[src/rtl/lvds_rx_frame_align.sv]
// Bit-slip word aligner for a 9-lane 6x LVDS deserializer (frame lane [53:48]).
// Optional ALIGN_STATS_EN adds saturating slip/mismatch statistics outputs.
module lvds_rx_frame_align #(
  parameter logic [5:0] FCLK_PATTERN  = 6'b111000,
  parameter int         SETTLE_CYCLES = 4,
  parameter int         LOCK_COUNT    = 16,
  parameter int         ERR_THRESH    = 4,
  parameter int         MAX_SLIPS     = 12
) (
  input  logic        clk,
  input  logic        reset,
  input  logic        rx_pll_lock,
  input  logic [53:0] rx_word,
  output logic        rx_data_align,
  output logic [47:0] data_out,
  output logic        data_valid,
  output logic        locked,
`ifdef ALIGN_STATS_EN
  output logic [7:0]  slip_count,
  output logic [15:0] err_count,
`endif
  output logic        align_fail
);

  localparam int MW = $clog2(LOCK_COUNT + 1);
  localparam int SW = $clog2(SETTLE_CYCLES + 1);
  localparam int EW = $clog2(ERR_THRESH + 1);
  localparam int TW = $clog2(MAX_SLIPS + 1);

  localparam logic [MW-1:0] LCK_N = MW'(LOCK_COUNT);
  localparam logic [SW-1:0] SET_N = SW'(SETTLE_CYCLES);
  localparam logic [EW-1:0] ERR_N = EW'(ERR_THRESH);
  localparam logic [TW-1:0] SLP_N = TW'(MAX_SLIPS);

  typedef enum logic [2:0] {
    WAIT_PLL, CHECK, SLIP, SETTLE, VERIFY, LOCKED
  } state_e;

  state_e state_q, state_d;
  logic [MW-1:0] match_cnt_q, match_cnt_d;
  logic [SW-1:0] settle_q, settle_d;
  logic [EW-1:0] err_run_q, err_run_d;
  logic [TW-1:0] slip_try_q, slip_try_d;
  logic          align_fail_q, align_fail_d;
  logic          rx_data_align_q, rx_data_align_d;
  logic [47:0]   data_out_q, data_out_d;
  logic          locked_q, locked_d;
  logic          match;

  assign match = (rx_word[53:48] == FCLK_PATTERN);

  always_comb begin
    state_d      = state_q;
    match_cnt_d  = match_cnt_q;
    settle_d     = settle_q;
    err_run_d    = err_run_q;
    slip_try_d   = slip_try_q;
    align_fail_d = align_fail_q;
    unique case (state_q)
      WAIT_PLL: if (rx_pll_lock) state_d = CHECK;
      CHECK: begin
        if (!match) begin
          state_d = SLIP;
        end else if (LOCK_COUNT <= 1) begin
          state_d = LOCKED;
        end else begin
          state_d     = VERIFY;
          match_cnt_d = MW'(1);
        end
      end
      SLIP: begin
        state_d  = SETTLE;
        settle_d = '0;
        if (slip_try_q >= SLP_N - TW'(1)) begin
          align_fail_d = 1'b1;
          slip_try_d   = '0;
        end else begin
          slip_try_d = slip_try_q + TW'(1);
        end
      end
      SETTLE: begin
        if (settle_q >= SET_N - SW'(1)) state_d = CHECK;
        else settle_d = settle_q + SW'(1);
      end
      VERIFY: begin
        if (!match) begin
          state_d     = SLIP;
          match_cnt_d = '0;
        end else if (match_cnt_q >= LCK_N - MW'(1)) begin
          state_d     = LOCKED;
          match_cnt_d = LCK_N;
        end else begin
          match_cnt_d = match_cnt_q + MW'(1);
        end
      end
      LOCKED: begin
        if (match) begin
          err_run_d = '0;
        end else if (err_run_q >= ERR_N - EW'(1)) begin
          state_d   = CHECK;
          err_run_d = '0;
        end else begin
          err_run_d = err_run_q + EW'(1);
        end
      end
      default: state_d = WAIT_PLL;
    endcase
    if (state_d == LOCKED && state_q != LOCKED) begin
      slip_try_d   = '0;
      err_run_d    = '0;
      align_fail_d = 1'b0;
    end
    // Losing the PLL abandons any alignment progress but keeps align_fail.
    if (!rx_pll_lock) begin
      state_d     = WAIT_PLL;
      match_cnt_d = '0;
      settle_d    = '0;
      err_run_d   = '0;
      slip_try_d  = '0;
    end
    rx_data_align_d = (state_d == SLIP);
    locked_d        = (state_d == LOCKED);
    data_out_d      = locked_d ? rx_word[47:0] : '0;
  end

  always_ff @(posedge clk) begin
    if (reset) begin
      state_q         <= WAIT_PLL;
      match_cnt_q     <= '0;
      settle_q        <= '0;
      err_run_q       <= '0;
      slip_try_q      <= '0;
      align_fail_q    <= 1'b0;
      rx_data_align_q <= 1'b0;
      data_out_q      <= '0;
      locked_q        <= 1'b0;
    end else begin
      state_q         <= state_d;
      match_cnt_q     <= match_cnt_d;
      settle_q        <= settle_d;
      err_run_q       <= err_run_d;
      slip_try_q      <= slip_try_d;
      align_fail_q    <= align_fail_d;
      rx_data_align_q <= rx_data_align_d;
      data_out_q      <= data_out_d;
      locked_q        <= locked_d;
    end
  end

  assign rx_data_align = rx_data_align_q;
  assign data_out      = data_out_q;
  assign data_valid    = locked_q;
  assign locked        = locked_q;
  assign align_fail    = align_fail_q;

`ifdef ALIGN_STATS_EN
  logic [7:0]  slip_cnt_q, slip_cnt_d;
  logic [15:0] err_cnt_q, err_cnt_d;

  always_comb begin
    slip_cnt_d = slip_cnt_q;
    err_cnt_d  = err_cnt_q;
    if (state_q == SLIP && slip_cnt_q != '1)
      slip_cnt_d = slip_cnt_q + 8'd1;
    if (state_q == LOCKED && !match && err_cnt_q != '1)
      err_cnt_d = err_cnt_q + 16'd1;
  end

  always_ff @(posedge clk) begin
    if (reset) begin
      slip_cnt_q <= '0;
      err_cnt_q  <= '0;
    end else begin
      slip_cnt_q <= slip_cnt_d;
      err_cnt_q  <= err_cnt_d;
    end
  end

  assign slip_count = slip_cnt_q;
  assign err_count  = err_cnt_q;
`endif

endmodule

[config.mk]
export PLATFORM = sky130hd
export DESIGN_NAME = lvds_rx_frame_align
export DESIGN_NICKNAME = d
export VERILOG_FILES = /design/src/rtl/lvds_rx_frame_align.sv
export SDC_FILE = /design/constraint.sdc
export NUM_CORES = 1
export LEC_CHECK = 0
export BUFFER_PORTS_ARGS = -buffer_cell sky130_fd_sc_hd__buf_2
export CORE_MARGIN = 1
export CORE_UTILIZATION = 42
export CTS_CLUSTER_DIAMETER = 120
export CTS_CLUSTER_SIZE = 20
export DETAILED_ROUTE_END_ITERATION = 8
export PLACE_DENSITY_LB_ADDON = 0.15
export SYNTH_ARGS = -nofsm -noshare
export SYNTH_HDL_FRONTEND = slang
export SYNTH_SLANG_ARGS = --single-unit
[constraint.sdc]
create_clock -name clk -period 4.15 [get_ports clk]
set_input_delay 0.2075 -clock clk [delete_from_list [all_inputs] [get_ports clk]]
set_output_delay 0.2075 -clock clk [all_outputs]
set_load 0.01 [all_outputs]
==> results.md <==
Outcome:
- The flow ran to the end, and the final reports show no timing, DRC or antenna violations.

STA:
- The final critical-path required period is between 2 and 2.5 ns.
- The max-slew violation total from the final report was 0.
- For this run, the top clock speed supported by timing is roughly 0.46 GHz.
- At the pin with the least slew margin, the transition time is about 0.57 ns.
- Between clock sinks in the finished design, the worst skew comes to roughly 0.0087 ns.
- The final hold violation count is 0.
- Setup repair after global routing left no endpoint under its margin.
- Setup violations remaining at the end of the flow were counted as 0.
- The final period utilization is 0.518.
- The worst slew slack as a fraction of its limit is 0.617.
- The post-route setup TNS is 0 ns.

CTS:
- The clock sink count is around 70.
- The longest clock path from root to sink contains 2 buffers.
- In this run the clock root is driven by a sky130_fd_sc_hd__clkbuf_8.
- The maximum level of the CTS H-tree is 3.
- The clock transition at the register clock pins on the worst setup and hold paths after CTS is roughly 0.070 ns.
- In this run the post-CTS setup repair buffer count came out at 0.
- The post-cts resize count is 0.
- Clock latency on the worst-skew pair, taken at its later pin, is around 0.34 ns.
- TritonCTS built the clock tree.
- Buffers inserted to repair hold after CTS numbered 0.
- The number of buffers created by CTS is 9.

Drt:
- The routed design has between 5 and 6 mm of wire.
- The overall via count from detail_route is 1,986.
- The pre-antenna-repair detailed-routing pass consisted of 4 iterations.
- The detailed router finished its first iteration with 90 violations.
- The remaining design rule violation count is 0.
- In the final routed layout, each cell accounts on average for approximately 12 um.
- The number of nets still failing antenna checks after routing is 0.
- In the routed layout, each cell is associated on average with a via count of just under 5.

Synthesis:
- The number of synthesized flops with an enable pin is 0.
- Yosys printed 0 warnings.
- When the netlist entered floorplanning its net count stood at around 300.
- The part of the Yosys area used for sequential elements is 0.564.
- The synthesized netlist occupies a cell area of between 2000 and 2500 um2.
- Counting flops with an async set or reset pin after synthesis yields a share of 0.
- The most used flip-flop cell after synthesis is sky130_fd_sc_hd__dfxtp_1.
- By area the synthesized netlist is led by sky130_fd_sc_hd__dfxtp_1 56%, sky130_fd_sc_hd__and3_1 13%, sky130_fd_sc_hd__ha_1 3.6%.
- The flop and latch count out of synthesis is a little under 70.
- After synthesis, the mean cell area works out to 10.7 um2.
- Synthesis produced a netlist whose cell count is 229.
- The share of the synthesized area in the top cell type is 0.564.
- The count of different cell masters after synthesis is 46.
- sky130_fd_sc_hd__dfxtp_1 takes more of the synthesized area than any other cell.

Critical path:
- The kind of cell with the highest combined delay along the critical path is simple AND/OR/NAND/NOR gates.
- The number of cells on the worst reg-to-reg path is 6.
- Walking the worst path, the cells encountered are ha_1 -> and3_1 -> ha_1 -> or4b_1 -> o211a_4 -> and3_1.
- The worst register-to-register path has a setup slack of roughly 2 ns.
- On the critical path, the stage with the largest delay is an instance of sky130_fd_sc_hd__or4b_1.
- The buffering stage count on the worst path with inverters included is 0.
- The critical path runs through a total of 6 cells.
- The sort of element at the start of the critical path is a flip-flop.
- The type of destination of the critical path is a flip-flop.
- In this design, the stage delay of the slowest critical-path cell is 0.52 ns.
- Of all nets on the critical path, the largest fanout is 51.
- Data on the critical path is required at its endpoint by 4.38 ns.
- At the worst endpoint, the arrival time is ~2.4 ns.
- By startpoint and endpoint, the worst setup path is classified as reg -> reg.

Cells and area:
- In the final layout, the share of cells above drive strength 1 is 0.387.
- In the final design database the tool counted just under 400 nets.
- The most common library cell in the layout ignoring fill and taps is sky130_fd_sc_hd__buf_2.
- The repair_antennas step left the layout with diodes totalling 0.
- The final design utilization is 0.574.
- After routing the design area is roughly 3200 um2.
- The area added between synthesis and finish is 30.6%.
- In the layout the commonest cells are 108 x sky130_fd_sc_hd__buf_2, 69 x sky130_fd_sc_hd__dfxtp_1, 49 x sky130_fd_sc_hd__and3_1, 11 x sky130_fd_sc_hd__clkbuf_8, 10 x sky130_fd_sc_hd__nor2_1.

Global route:
- The via count of the first global-routing pass is 1,890.
- The maximum number of pins on one net before global-route repair is 52.
- The total grt overflow is 0.
- For this run, the total global-route usage over all layers was measured as 0.178.
- The initial antenna violation count is 0.
- The first-pass GRT wire length is a little over 8 mm.

Placed design:
- The count of buffers added on input and output ports is roughly 110.
- The final weighted congestion in routability-driven placement is about 0.76.
- Detailed placement ended at an HPWL of about 3.6 mm.
- Once placement finished, the instance area stood at about 3000 um2.

Min path:
- The worst hold path belongs to the class in -> reg.
- The cell count of the worst hold path is 2.

Pwr:
- The power per cell area is a little under 400 nW/um2.
- The analysis attributes to cell leakage a power of ~0.0017 uW.
- Across the VDD grid, the largest voltage drop is 0.255 mV.

Floorplanning:
- The total I/O pin count is 109.
- The width of the die is roughly 80 um.
- The starting density of the core is 0.439.
- The floorplan has 27 rows.
- Measured along the y axis, the die boundary spans 78.4 um.
- The die covers slightly above 6000 um2.
- After floorplanning, the core was sized to cover 5570 um2.

Flow run:
- The max-capacitance violation count is 0.
[report_power, final]
| part | internal [uW] | switching, uW | total, uW |
|---|---|---|---|
| registers | 664 | 3.14 | 667 |
| logic | 26.2 | 23.5 | 49.7 |
| clock network | 305 | 236 | 541 |
[cells in the mapped netlist, types with 2 or more instances]
| master | number |
|---|---|
| sky130_fd_sc_hd__and3_1 | 49 |
| sky130_fd_sc_hd__ha_1 | 7 |
| sky130_fd_sc_hd__o21ai_0 | 3 |
| sky130_fd_sc_hd__a31oi_1 | 2 |
| sky130_fd_sc_hd__clkbuf_2 | 3 |
| sky130_fd_sc_hd__a21oi_1 | 7 |
| sky130_fd_sc_hd__and2_1 | 4 |
| sky130_fd_sc_hd__nand2b_1 | 3 |
| sky130_fd_sc_hd__buf_4 | 2 |
| sky130_fd_sc_hd__nor2b_1 | 2 |
| sky130_fd_sc_hd__nor3_1 | 2 |
| sky130_fd_sc_hd__nor2_1 | 10 |
| sky130_fd_sc_hd__o21a_1 | 2 |
| sky130_fd_sc_hd__nor3b_1 | 6 |
| sky130_fd_sc_hd__nand4_1 | 3 |
| sky130_fd_sc_hd__clkbuf_1 | 6 |
| sky130_fd_sc_hd__a211oi_1 | 2 |
| sky130_fd_sc_hd__nand2_1 | 6 |
| sky130_fd_sc_hd__o2bb2ai_1 | 2 |
| sky130_fd_sc_hd__a211o_1 | 2 |
| sky130_fd_sc_hd__buf_2 | 5 |
| sky130_fd_sc_hd__dfxtp_1 | 69 |
| sky130_fd_sc_hd__inv_1 | 5 |
| sky130_fd_sc_hd__nand3_1 | 4 |
| sky130_fd_sc_hd__a22oi_1 | 2 |
[final cells by class]
type                    instances  area, um2
repair buffers                109        548
fillers                       501       2380
flip-flops and latches         69       1380
clock inverters                 4       47.5
multi-input cells             138        960
clock buffers                  11        151
well taps                      72       90.1
inverters                       5       18.8
[metal layers]
| layer | GRT usage | wire (um) | vias up |
|---|---|---|---|
| li1 | - | - | 1017 |
| met1 | 0.193 | 2160 | 889 |
| met2 | 0.292 | 2360 | 70 |
| met3 | 0.0860 | 464 | 10 |
| met4 | 0.0833 | 100 | 0 |
| met5 | 0 | 0 | - |
[kinds of logic after synthesis]
family                   count (synthesis)  synth area share
AND/OR/NAND/NOR                         97             0.250
flip-flops                              69             0.564
AO/OA/AOI/OAI                           33             0.102
buffers and inverters                   22            0.0439
adder cells (fa/ha/maj)                  7            0.0358
multiplexers                             1           0.00409
[through the flow]
stage / total power (uW) / hold WS, ns / cells / setup slack [ns]
5_1_grt: 1310 / 0.0580 / 408 / 1.84
2_1_floorplan: 705 / 0.280 / 229 / 2.15
4_1_cts: 1270 / 0.0467 / 408 / 1.99
3_5_place_dp: 732 / 0.396 / 393 / 2.01
6_report: 1260 / 0.0538 / 408 / 2.00
3_3_place_gp: 732 / 0.399 / 393 / 2.04
[sequential cells by signal, summed over array words and instances (netlist names), 3 cells and up]
register     cells
data_out        48
match_cnt_q      5
slip_try_q       4
err_run_q        3
settle_q         3
state_q          3
[path summary, 6_finish.rpt]
path                                                   from                    endpoint
worst min register to register   slip_try_q[1]$_SDFFE_PP0P_  slip_try_q[1]$_SDFFE_PP0P_
worst max register to register  match_cnt_q[0]$_SDFFE_PP0P_     data_out[32]$_SDFF_PP0_
worst min-delay path                                  reset     align_fail$_SDFFE_PP0P_
worst max-delay path            match_cnt_q[0]$_SDFFE_PP0P_     data_out[32]$_SDFF_PP0_
No activity file was read; power rests on OpenSTA's default activity.
